## config.mk

```make
export PLATFORM = sky130hd
export DESIGN_NAME = div_unit
export DESIGN_NICKNAME = d
export VERILOG_FILES = /design/src/rtl/div_unit_pkg.sv /design/src/rtl/div_step.sv /design/src/rtl/div_unit.sv
export SDC_FILE = /design/constraint.sdc
export NUM_CORES = 1
export LEC_CHECK = 0
export CORE_ASPECT_RATIO = 1.4
export CORE_MARGIN = 2
export CORE_UTILIZATION = 25
export CTS_CLUSTER_DIAMETER = 100
export CTS_CLUSTER_SIZE = 8
export DETAILED_ROUTE_END_ITERATION = 6
export SLEW_MARGIN = 10
export SYNTH_ARGS = -nofsm -noshare
export SYNTH_HDL_FRONTEND = slang
export SYNTH_SLANG_ARGS = --single-unit
export TNS_END_PERCENT = 10
```

## constraint.sdc

```tcl
create_clock -name clk -period 3.4 [get_ports clk]
set_clock_uncertainty 0.2 [all_clocks]
set_input_delay 0.51 -clock clk [delete_from_list [all_inputs] [get_ports clk]]
set_output_delay 0.51 -clock clk [all_outputs]
set_load 0.05 [all_outputs]
```

## src/rtl/div_unit_pkg.sv

```systemverilog
// Shared definitions for the iterative divider: operation and FSM encodings plus
// the fixed iteration count.
package div_unit_pkg;

  typedef enum logic [1:0] {
    OpDiv  = 2'b00,
    OpDivu = 2'b01,
    OpRem  = 2'b10,
    OpRemu = 2'b11
  } div_op_e;

  typedef enum logic [1:0] {
    StIdle = 2'b00,
    StCalc = 2'b01,
    StDone = 2'b10
  } div_state_e;

  localparam logic [5:0] IterCount = 6'd32;

  function automatic logic op_is_signed(div_op_e op);
    return (op == OpDiv) || (op == OpRem);
  endfunction

  function automatic logic op_is_rem(div_op_e op);
    return (op == OpRem) || (op == OpRemu);
  endfunction

endpackage

```

## src/rtl/div_step.sv

```systemverilog
// One restoring-division iteration: shift {rem,quo} left by one, trial-subtract the
// divisor and keep the difference when it does not go negative.
module div_step #(
  parameter int unsigned WIDTH = 32
) (
  input  logic [WIDTH:0]   rem_i,
  input  logic [WIDTH-1:0] quo_i,
  input  logic [WIDTH-1:0] dvs_i,
  output logic [WIDTH:0]   rem_o,
  output logic [WIDTH-1:0] quo_o
);

  logic [WIDTH+1:0] shifted;
  logic [WIDTH+1:0] diff;
  logic             fits;

  always_comb begin
    shifted = {rem_i, quo_i[WIDTH-1]};
    // Two extra bits so the borrow lands in the MSB for every legal operand pair.
    diff    = shifted - {2'b00, dvs_i};
    fits    = ~diff[WIDTH+1];
    rem_o   = fits ? diff[WIDTH:0] : shifted[WIDTH:0];
    quo_o   = {quo_i[WIDTH-2:0], fits};
  end

endmodule

```

## src/rtl/div_unit.sv

```systemverilog
// Multi-cycle signed/unsigned divider: 32 restoring iterations on operand magnitudes,
// with divide-by-zero and signed overflow resolved directly without iterating.
module div_unit #(
  parameter int unsigned WIDTH = 32
) (
  input  logic             clk,
  input  logic             rst,
  input  logic             start,
  input  logic [1:0]       op,
  input  logic [WIDTH-1:0] a,
  input  logic [WIDTH-1:0] b,
  output logic             busy,
  output logic             done,
  output logic [WIDTH-1:0] result
);

  import div_unit_pkg::*;

  div_state_e       state_q, state_d;
  div_op_e          op_q, op_d;
  logic [5:0]       cnt_q, cnt_d;
  logic [WIDTH:0]   rem_q, rem_d;
  logic [WIDTH-1:0] quo_q, quo_d;
  logic [WIDTH-1:0] dvs_q, dvs_d;
  logic [WIDTH-1:0] result_q, result_d;
  logic             q_neg_q, q_neg_d;
  logic             r_neg_q, r_neg_d;

  div_op_e          op_in;
  logic             in_signed, a_neg, b_neg, div_by_zero, overflow;
  logic [WIDTH-1:0] a_mag, b_mag;
  logic [WIDTH:0]   rem_step;
  logic [WIDTH-1:0] quo_step;
  logic [WIDTH-1:0] q_final, r_final;

  always_comb begin
    op_in       = div_op_e'(op);
    in_signed   = op_is_signed(op_in);
    a_neg       = in_signed & a[WIDTH-1];
    b_neg       = in_signed & b[WIDTH-1];
    a_mag       = a_neg ? -a : a;
    b_mag       = b_neg ? -b : b;
    div_by_zero = (b == '0);
    overflow    = in_signed & (a == {1'b1, {(WIDTH-1){1'b0}}}) & (b == '1);
    q_final     = q_neg_q ? -quo_q : quo_q;
    r_final     = r_neg_q ? -rem_q[WIDTH-1:0] : rem_q[WIDTH-1:0];
  end

  div_step #(
    .WIDTH(WIDTH)
  ) u_div_step (
    .rem_i(rem_q),
    .quo_i(quo_q),
    .dvs_i(dvs_q),
    .rem_o(rem_step),
    .quo_o(quo_step)
  );

  always_comb begin
    state_d  = state_q;
    op_d     = op_q;
    cnt_d    = cnt_q;
    rem_d    = rem_q;
    quo_d    = quo_q;
    dvs_d    = dvs_q;
    result_d = result_q;
    q_neg_d  = q_neg_q;
    r_neg_d  = r_neg_q;

    unique case (state_q)
      StIdle: begin
        if (start) begin
          op_d    = op_in;
          q_neg_d = a_neg ^ b_neg;
          r_neg_d = a_neg;
          cnt_d   = '0;
          rem_d   = '0;
          quo_d   = a_mag;
          dvs_d   = b_mag;
          if (div_by_zero) begin
            state_d  = StDone;
            result_d = op_is_rem(op_in) ? a : '1;
          end else if (overflow) begin
            state_d  = StDone;
            result_d = op_is_rem(op_in) ? '0 : a;
          end else begin
            state_d = StCalc;
          end
        end
      end
      StCalc: begin
        // The extra cycle at IterCount applies the sign fix-up into the result register.
        if (cnt_q == IterCount) begin
          state_d  = StDone;
          result_d = op_is_rem(op_q) ? r_final : q_final;
        end else begin
          rem_d = rem_step;
          quo_d = quo_step;
          cnt_d = cnt_q + 6'd1;
        end
      end
      StDone: begin
        state_d = StIdle;
      end
      default: begin
        state_d = StIdle;
      end
    endcase
  end

  always_ff @(posedge clk) begin
    if (rst) begin
      state_q  <= StIdle;
      op_q     <= OpDiv;
      cnt_q    <= '0;
      rem_q    <= '0;
      quo_q    <= '0;
      dvs_q    <= '0;
      result_q <= '0;
      q_neg_q  <= 1'b0;
      r_neg_q  <= 1'b0;
    end else begin
      state_q  <= state_d;
      op_q     <= op_d;
      cnt_q    <= cnt_d;
      rem_q    <= rem_d;
      quo_q    <= quo_d;
      dvs_q    <= dvs_d;
      result_q <= result_d;
      q_neg_q  <= q_neg_d;
      r_neg_q  <= r_neg_d;
    end
  end

  assign busy   = (state_q != StIdle);
  assign done   = (state_q == StDone);
  assign result = result_q;

endmodule
```

==> results.tsv, run 1 <==
metric	value	unit
largest stage delay on the critical path	0.50	ns
number of synthesized flops with an enable pin	0	
fmax	307	MHz
GRT overflow	0	
pwr/cell area	385	nW/µm²
slowest CP cell	dfxtp_1	
most common cell after layout, fill and taps aside	buf_4	
I/O Buffers	102	
CTS buffer count	17	
worst-path maximum fanout	7	
area of the mapped netlist	10900	µm²
largest net degree at the start of global routing	72	
Iter 0 DRT Violations	806	
share of layout cells above drive strength 1	15.9	%
worst hold path class	reg2reg	
DP Area	13500	µm²
synth unique cells	71	
RePlAce Congestion	0.934	
DIE AREA	45200	µm²
main flop type after synthesis	dfxtp_1	
worst slew pin tran	0.836	ns
Worst Path Arrival	3.38	ns
worst slack, placed	-0.243	ns
drt wl/cell	16.5	µm
routed length on met2	17.2	mm
Initial Utilization	25.3	%
number of core rows	90	
Post-Synth Adder-Cell Area	7.06	%
placed cells	2179	
CP Data Required Time	3.52	ns
clk buf depth	2	
fin. max-slew vios	0	
Post-DP HPWL	27.9	mm
Post-Syn Nets	1555	
PnR worst setup slack	0.139	ns
Syn Area/Cell	7.52	µm²
Synth Register Bits	140	
number of global-route vias before repair	11000	
Synth Instances	1446	
Post-CTS Hold Buffers	0	
setup violators final	0	
simple-gate area share of the yosys netlist	21.3	%
H-Tree Depth	4	
Worst Setup Start Kind	register	
initial antenna violation count	1	
Detailed Route WL	36.6	mm
Final Cycle Share	95.9	%
DIE WIDTH	180	µm
Seq/Total Area, Yosys	25.8	%
Final Hold Vio Count	0	
Max-Cap Viols	0	
yosys warns	0	
root buffer cell	clkbuf_16	
Crit Path Class	reg2reg	
area delta synth->final	31.9	%
met1 WL	16.5	mm
Non-Filler Instances	2216	
Total Power	5.52	mW
CP Cell Sequence	ha_1 -> o21ai_0 -> a21oi_1 -> o21ai_0 -> a21boi_0 -> a31oi_2 -> buf_4 -> xnor2_4 -> mux2_2 -> a221o_1	
nets	1761	
outcome	finished, final reports clean	
most used cell along the critical path	o21ai_0	
RSZ-0062 raised after global routing	yes	
Final Cell Area	14300	µm²
first-pass GRT wire length	58.6	mm
total core area	43000	µm²
residual DRC count	0	
Leak	5.62	nW
Final ANT Viol Nets	0	
Period minus WS final	3.26	ns
most frequent cells in the layout	166 x buf_4, 164 x nor2_1, 145 x nand2_1	
die height	251	µm
setup TNS	0	ns
Peak VDD IR	369	µV
Ports	103	
XOR/XNOR Fraction of Synth Area	11.2	%
ANT cells	0	
combinational family with the most area after synthesis	compound AO/OA/AOI/OAI gates	
# clock sinks	140	
Slew Limit Headroom	44.3	%
metal3 WL	1.63	mm
complex-gate fraction of the synthesized area	25.6	%
async set-reset flop share out of synthesis	0	%
CP Capture Type	register	
CTS clk-pin slew, worst paths	0.06	ns
DR vias	11300	
TritonCTS clock tree	yes	
Initial DRT Pass Iterations	6	
Top Layer Used	met5	
Vias per Instance	5.12	
mux contribution to synthesized area	2.90	%
GRT Util Overall	15.8	%
worst skew pair latency	0.44	ns
## final timing paths
path,slack (ns),depth (start not counted),start,end
max,0.14,10,rem_q[27]$_SDFFE_PP0P_,rem_q[30]$_SDFFE_PP0P_
min,0.26,2,dvs_q[31]$_SDFFE_PP0P_,dvs_q[31]$_SDFFE_PP0P_
max reg2reg,0.14,10,rem_q[27]$_SDFFE_PP0P_,rem_q[30]$_SDFFE_PP0P_
min reg2reg,0.26,2,dvs_q[31]$_SDFFE_PP0P_,dvs_q[31]$_SDFFE_PP0P_
## where the power goes
| part | internal [mW] | switching, mW |
|---|---|---|
| clock | 1.15 | 0.802 |
| combinational | 0.700 | 0.979 |
| sequential | 1.76 | 0.125 |
| total | 3.62 | 1.91 |
## layer usage
layer / vias to the layer above / GRT usage (%)
met5: - / 0
met4: 2 / 6.80
met3: 68 / 2.35
met2: 296 / 26.4
met1: 5333 / 20.2
li1: 5644 / -
## area by class of cell
cell class              instances  area, µm²
multi-input cells            1159       7620
repair buffers                275       2410
flip-flops and latches        140       2800
clock inverters                14        169
clock buffers                  17        425
well taps                     552        691
fillers                      4543      28700
inverters                      59        221
## synthesized netlist by cell type (all sizes together), types with 14 or more instances
cell    instances  area share [%]
a311oi         24             1.9
nand3          19            0.87
mux2i          27             2.5
buf            14            0.87
o21ai         100             4.6
a211oi         58             4.0
ha             39             4.5
o31ai          25             1.7
or3            31             1.9
a21o           14            0.97
nor3           39             1.9
clkbuf         74             3.3
nand2         145             5.0
a21oi         109             5.0
xnor2          73             5.9
nor2          169             5.9
nand4          16            0.92
or4            15             1.1
a31oi          14            0.81
inv            59             2.0
xor2           66             5.3
dfxtp         140              26
maj3           26             2.4
o211ai         28             1.9
## cells by family (layout without fill, tap and decap cells)
| family | count (synthesis) | in the layout |
|---|---|---|
| muxes | 31 | 31 |
| xor gates and xnor gates | 139 | 139 |
| AOI/OAI and AO/OA | 431 | 431 |
| buffers and inverters | 147 | 365 |
| DFF | 140 | 140 |
| adders and majority gates | 66 | 66 |
| and+or+nand+nor | 492 | 492 |
## flip-flops by register name, summed over array words and instances, names as in the netlist
| register | cells |
|---|---|
| cnt_q | 6 |
| dvs_q | 32 |
| op_q | 1 |
| q_neg_q | 1 |
| quo_q | 32 |
| r_neg_q | 1 |
| rem_q | 33 |
| result | 32 |
| state_q | 2 |
## critical path, delay by kind of cell, from the launching register on
family / cells / cell delay, ns
AOI/OAI and AO/OA: 6 / 1.27
DFF: 1 / 0.50
adders and majority gates: 1 / 0.37
muxes: 1 / 0.37
xor gates and xnor gates: 1 / 0.27
buffers and inverters: 1 / 0.18
## timing repair
item | in CTS | in global routing
pin swaps | 1 | 3
setup buffers | 0 | 5
setup endpoints to repair | 5 | 40
cloned | 0 | 1
resized for setup | 6 | 35
## per-stage QoR
step           util (%)  hold WS (ns)
2_1_floorplan         -         0.232
3_3_place_gp       31.3         0.245
3_5_place_dp       31.3         0.252
4_1_cts            32.8         0.261
5_1_grt            33.3         0.290
6_report           33.3         0.258
No activity file was read; power rests on OpenSTA's default activity.
==> run 2, diff against run 1 <==
CORE_UTILIZATION = 53   (was 25)
PLACE_DENSITY = 0.78   (was unset)
==> run 2 against run 1 <==
Compared with the run above: first-iteration DRC count rose by 18%; routed wire length down 4.5%; final cell count fell by 13%; fmax is 1.1% lower; final area down 2.4%; worst hold slack better by 0.0098 ns; clock power increased by 9%; sequential power is essentially flat; critical path type unchanged; critical endpoint unchanged; largest cell class unchanged.
==> results.tsv, run 2 (synthesized netlist as in run 1, its figures left out) <==
metric	value	unit
outcome	finished, final reports clean	
Peak VDD IR	368	µV
CTS buffer count	17	
Initial DRT Pass Iterations	5	
CP Data Required Time	3.52	ns
Non-Filler Instances	1924	
die height	173	µm
worst slew pin tran	0.737	ns
Final Cell Area	14000	µm²
DIE WIDTH	125	µm
number of flip-flops in the largest register	33	
Leak	5.65	nW
RePlAce Congestion	0.971	
Crit Path Class	reg2reg	
worst-path maximum fanout	3	
Most flops, register	rem_q	
most used cell along the critical path	buf_4	
initial antenna violation count	0	
H-Tree Depth	4	
largest stage delay on the critical path	0.39	ns
placed cells	1889	
CP Cell Sequence	inv_2 -> ha_1 -> nor2b_1 -> o31ai_2 -> a21o_1 -> a211oi_1 -> buf_4 -> o21ai_1 -> buf_4 -> a31oi_4 -> xnor2_4 -> mux2_2 -> a221o_1	
Crit path depth	13	
Final Hold Vio Count	0	
root buffer cell	clkbuf_16	
setup violators final	0	
Max-Cap Viols	0	
Slew Limit Headroom	50.9	%
DP Area	13100	µm²
CTS clk-pin slew, worst paths	0.06	ns
clk buf depth	2	
TritonCTS clock tree	yes	
most common cell after layout, fill and taps aside	buf_4	
largest net degree at the start of global routing	75	
worst skew pair latency	0.43	ns
DIE AREA	21700	µm²
WHS	0.268	ns
drt wl/cell	18.2	µm
CP Capture Type	register	
number of core rows	62	
Worst Path Arrival	3.42	ns
area delta synth->final	28.8	%
GRT overflow	0	
share of layout cells above drive strength 1	15.8	%
Iter 0 DRT Violations	950	
Worst path top cell family by delay	compound AO/OA/AOI/OAI gates	
Final Cycle Share	97.0	%
crit path buf inv count	3	
Worst Setup Start Kind	register	
Final ANT Viol Nets	0	
I/O Buffers	102	
nets	1766	
Total Power	5.68	mW
total core area	20300	µm²
fin. max-slew vios	0	
first-pass GRT wire length	55.1	mm
residual DRC count	0	
Post-DP HPWL	26.1	mm
# clock sinks	140	
Period minus WS final	3.30	ns
worst hold path class	reg2reg	
DR vias	11700	
GRT Util Overall	31.0	%
pwr/cell area	406	nW/µm²
Initial Utilization	53.5	%
fmax	303	MHz
most frequent cells in the layout	174 x buf_4, 164 x nor2_1, 145 x nand2_1	
slowest CP cell	mux2_2	
R2R depth	13	
Ports	103	
number of global-route vias before repair	11400	
Hold Path Depth	2	
Detailed Route WL	35.0	mm
setup TNS	0	ns
Vias per Instance	6.06	
ANT cells	0	
[run 2: cell types whose count changed in the layout (fill, tap and decap cells not counted), moves of 2 or more]
| cell | change |
|---|---|
| buf_4 | +8 |
| bufinv_16 | +3 |
| clkinv_2 | -3 |
| inv_6 | -3 |
| a31oi_2 | -2 |
| buf_12 | -2 |
| ha_4 | -2 |
| inv_1 | -2 |
| inv_2 | +2 |
| o21ai_1 | +2 |
| o21ai_2 | -2 |
[run 2: metal layers]
metal / GRT usage [%] / up-vias / wire length, µm
met1: 34.0 / 5431 / 13300
met3: 4.63 / 134 / 1760
li1: - / 5642 / -
met2: 57.2 / 461 / 18000
met5: 0 / - / 0
met4: 16.1 / 0 / 1930
[run 2: path summary, 6_finish.rpt]
path / slack (ns) / endpoint / startpoint
setup reg to reg: 0.10 / rem_q[30]$_SDFFE_PP0P_ / dvs_q[1]$_SDFFE_PP0P_
hold reg to reg: 0.27 / dvs_q[31]$_SDFFE_PP0P_ / dvs_q[31]$_SDFFE_PP0P_
setup / recovery: 0.10 / rem_q[30]$_SDFFE_PP0P_ / dvs_q[1]$_SDFFE_PP0P_
hold / removal: 0.27 / dvs_q[31]$_SDFFE_PP0P_ / dvs_q[31]$_SDFFE_PP0P_
[run 2: cell type report]
type	instances	area, µm²
Fill cell	1700	6320
Clock buffer	19	443
Tap cell	256	320
Inverter	59	221
Clock inverter	11	218
Timing Repair Buffer	280	2420
Multi-Input combinational cell	1159	7580
Sequential cell	140	2800
[run 2: power by group]
group          switching [mW]  total [mW]  internal [mW]
Sequential              0.119        1.88           1.77
Clock                   0.737        2.12           1.39
Combinational           0.980        1.68          0.696
Total                    1.84        5.68           3.85
[run 2: per-stage QoR]
| stage | setup WS, ns | utilization [%] |
|---|---|---|
| after global routing | -0.0191 | 68.9 |
| final | 0.101 | 68.9 |
| after detailed placement | -0.212 | 64.6 |
| after CTS | 0.0197 | 68.1 |
| after floorplan | 0.242 | - |
| after global placement | -0.161 | 64.6 |
[run 2: repair_timing]
item / 4_1_cts / 5_1_grt
gates resized for setup: 5 / 29
setup endpoints to repair: 26 / 35
gates cloned: 0 / 1
hold buffers: 0 / 0
pin swaps: 2 / 10
setup buffers: 3 / 1
[run 2: worst register-to-register path, cell delays in order, from the launching register on]
cell and delay [ns]:
dfxtp_2 0.34, inv_2 0.06, ha_1 0.28, nor2b_1 0.16, o31ai_2 0.36, a21o_1 0.18
a211oi_1 0.07, buf_4 0.16, o21ai_1 0.11, buf_4 0.15, a31oi_4 0.12, xnor2_4 0.33
mux2_2 0.39, a221o_1 0.29
==> run 3, diff against run 2 <==
CORE_UTILIZATION = 45   (was 53)
PLACE_DENSITY = 0.68   (was 0.78)
==> run 3 against run 2 <==
Compared with the run above: routed wire length fell by 2.3%; critical path depth up 1; non-clock buffer count fell by 2; sequential power is essentially flat; final cell count increased by 2.8%; via count is 2.6% lower; utilization is 10 points lower; worst hold slack got worse by 0.0052 ns.
==> results.tsv, run 3 (synthesized netlist as in run 1, its figures left out) <==
metric	value	unit
residual DRC count	0	
hold endpoint	dvs_q[31]$_SDFFE_PP0P_	
Period minus WS final	3.32	ns
most frequent cells in the layout	170 x buf_4, 164 x nor2_1, 145 x nand2_1	
total core area	23800	µm²
largest net degree at the start of global routing	75	
GRT overflow	0	
clock share of power	33.2	%
slowest CP cell	mux2_2	
hold path startpoint	dvs_q[31]$_SDFFE_PP0P_	
Crit Path Class	reg2reg	
Vias per Instance	5.74	
Slew Limit Headroom	51.6	%
CP Capture Type	register	
worst r2r src	dvs_q[1]$_SDFFE_PP0P_	
CTS clk-pin slew, worst paths	0.06	ns
final core occ	58.5	%
Worst Path Arrival	3.45	ns
Comb pwr share	31.2	%
I/O Buffers	102	
Final Hold Vio Count	0	
worst slack, placed	-0.342	ns
DR vias	11400	
routed length on met2	17.6	mm
switching share of power	34.8	%
first-pass GRT wire length	55.3	mm
Most flops, register	rem_q	
DIE AREA	25400	µm²
CP Cell Sequence	inv_1 -> buf_4 -> ha_1 -> nor2b_4 -> o31ai_4 -> a21o_1 -> a211oi_1 -> buf_4 -> o21ai_1 -> buf_4 -> a31oi_4 -> xnor2_4 -> mux2_2 -> a221o_1	
number of core rows	67	
share of layout cells above drive strength 1	15.3	%
# clock sinks	140	
root buffer cell	clkbuf_16	
Post-CTS Hold Buffers	0	
Max-Cap Viols	0	
sequential fraction of design power	35.5	%
Worst Setup Start Kind	register	
largest stage delay on the critical path	0.37	ns
met1 WL	13.3	mm
Hold Path Depth	2	
nets	1764	
CP Data Required Time	3.52	ns
Initial DRT Pass Iterations	5	
Leak	5.61	nW
worst hold path class	reg2reg	
pwr/cell area	382	nW/µm²
Initial Utilization	45.7	%
Top Layer Used	met4	
metal3 WL	1.64	mm
Peak VDD IR	376	µV
Final Cell Area	13900	µm²
R2R Path End	rem_q[30]$_SDFFE_PP0P_	
worst skew pair latency	0.44	ns
CTS buffer count	17	
number of flip-flops in the largest register	33	
die height	188	µm
Worst path top cell family by delay	compound AO/OA/AOI/OAI gates	
number of global-route vias before repair	11100	
Final ANT Viol Nets	0	
RePlAce Congestion	0.930	
worst slew pin tran	0.725	ns
TritonCTS clock tree	yes	
DIE WIDTH	135	µm
worst-path maximum fanout	3	
outcome	finished, final reports clean	
DP Area	13200	µm²
RSZ-0062 raised after global routing	yes	
most used cell along the critical path	buf_4	
H-Tree Depth	4	
ANT cells	0	
initial antenna violation count	1	
Iter 0 DRT Violations	806	
fin. max-slew vios	0	
setup violators final	0	
Detailed Route WL	34.2	mm
area delta synth->final	28.0	%
R2R depth	14	
most common cell after layout, fill and taps aside	buf_4	
PnR worst setup slack	0.0753	ns
internal power	3.47	mW
drt wl/cell	17.3	µm
Final Cycle Share	97.8	%
clk buf depth	2	
NetSw	1.85	mW
Crit. Startpoint	dvs_q[1]$_SDFFE_PP0P_	
R2R Setup Slk	0.08	ns
Ports	103	
GRT Util Overall	27.1	%
fmax	301	MHz
Post-DP HPWL	26.4	mm
crit path buf inv count	4	
[run 3: worst max-delay path by stage]
stage	endpoint	slack (ns)	cells past startpoint
after floorplan	rem_q[30]$_SDFFE_PP0P_	0.24	11
after global placement	dvs_q[29]$_SDFFE_PP0P_	-0.25	10
after detailed placement	result[13]$_SDFFE_PP0P_	-0.34	12
after CTS	rem_q[30]$_SDFFE_PP0P_	0.01	12
after global routing	rem_q[30]$_SDFFE_PP0P_	-0.07	14
final	rem_q[30]$_SDFFE_PP0P_	0.08	14
[run 3: repair_timing]
action / CTS / global route
gates cloned: 0 / 1
resized for setup: 7 / 27
pin swaps: 0 / 8
setup endpoints to repair: 30 / 49
buffers inserted: 0 / 5
[run 3: worst min-delay path: stages, from the launching register on]
cell     delay [ns]
dfxtp_1        0.31
nand2_1        0.06
a21oi_1        0.05
[run 3: cell type report]
| cell class | count | area [µm²] |
|---|---|---|
| multi-input cells | 1159 | 7520 |
| clock buffers | 17 | 425 |
| repair buffers | 278 | 2430 |
| fillers | 2265 | 9890 |
| clock inverters | 15 | 126 |
| inverters | 59 | 221 |
| well taps | 310 | 388 |
| flip-flops and latches | 140 | 2810 |
[run 3: metrics by stage]
stage	std cells	hold slack [ns]	TNS (ns)	power (mW)
after global routing	1978	0.268	-1.11	5.59
after global placement	1940	0.244	-8.08	3.52
after floorplan	1446	0.232	0	2.94
final	1978	0.262	0	5.32
after detailed placement	1940	0.255	-13.30	3.54
after CTS	1972	0.264	0	5.32
[run 3: power by group through the flow]
| stage | Sequential, mW | Combinational [mW] | Clock, mW |
|---|---|---|---|
| 2_1_floorplan | 1.97 | 0.974 | 0 |
| 3_3_place_gp | 1.92 | 1.60 | 0 |
| 3_5_place_dp | 1.92 | 1.62 | 0 |
| 4_1_cts | 1.89 | 1.63 | 1.80 |
| 5_1_grt | 1.91 | 1.82 | 1.87 |
| 6_report | 1.89 | 1.66 | 1.77 |
[run 3: layer usage]
layer	up-vias	global-route usage [%]
met4	0	13.9
met2	334	48.8
li1	5649	-
met1	5273	30.5
met3	103	4.41
met5	-	0
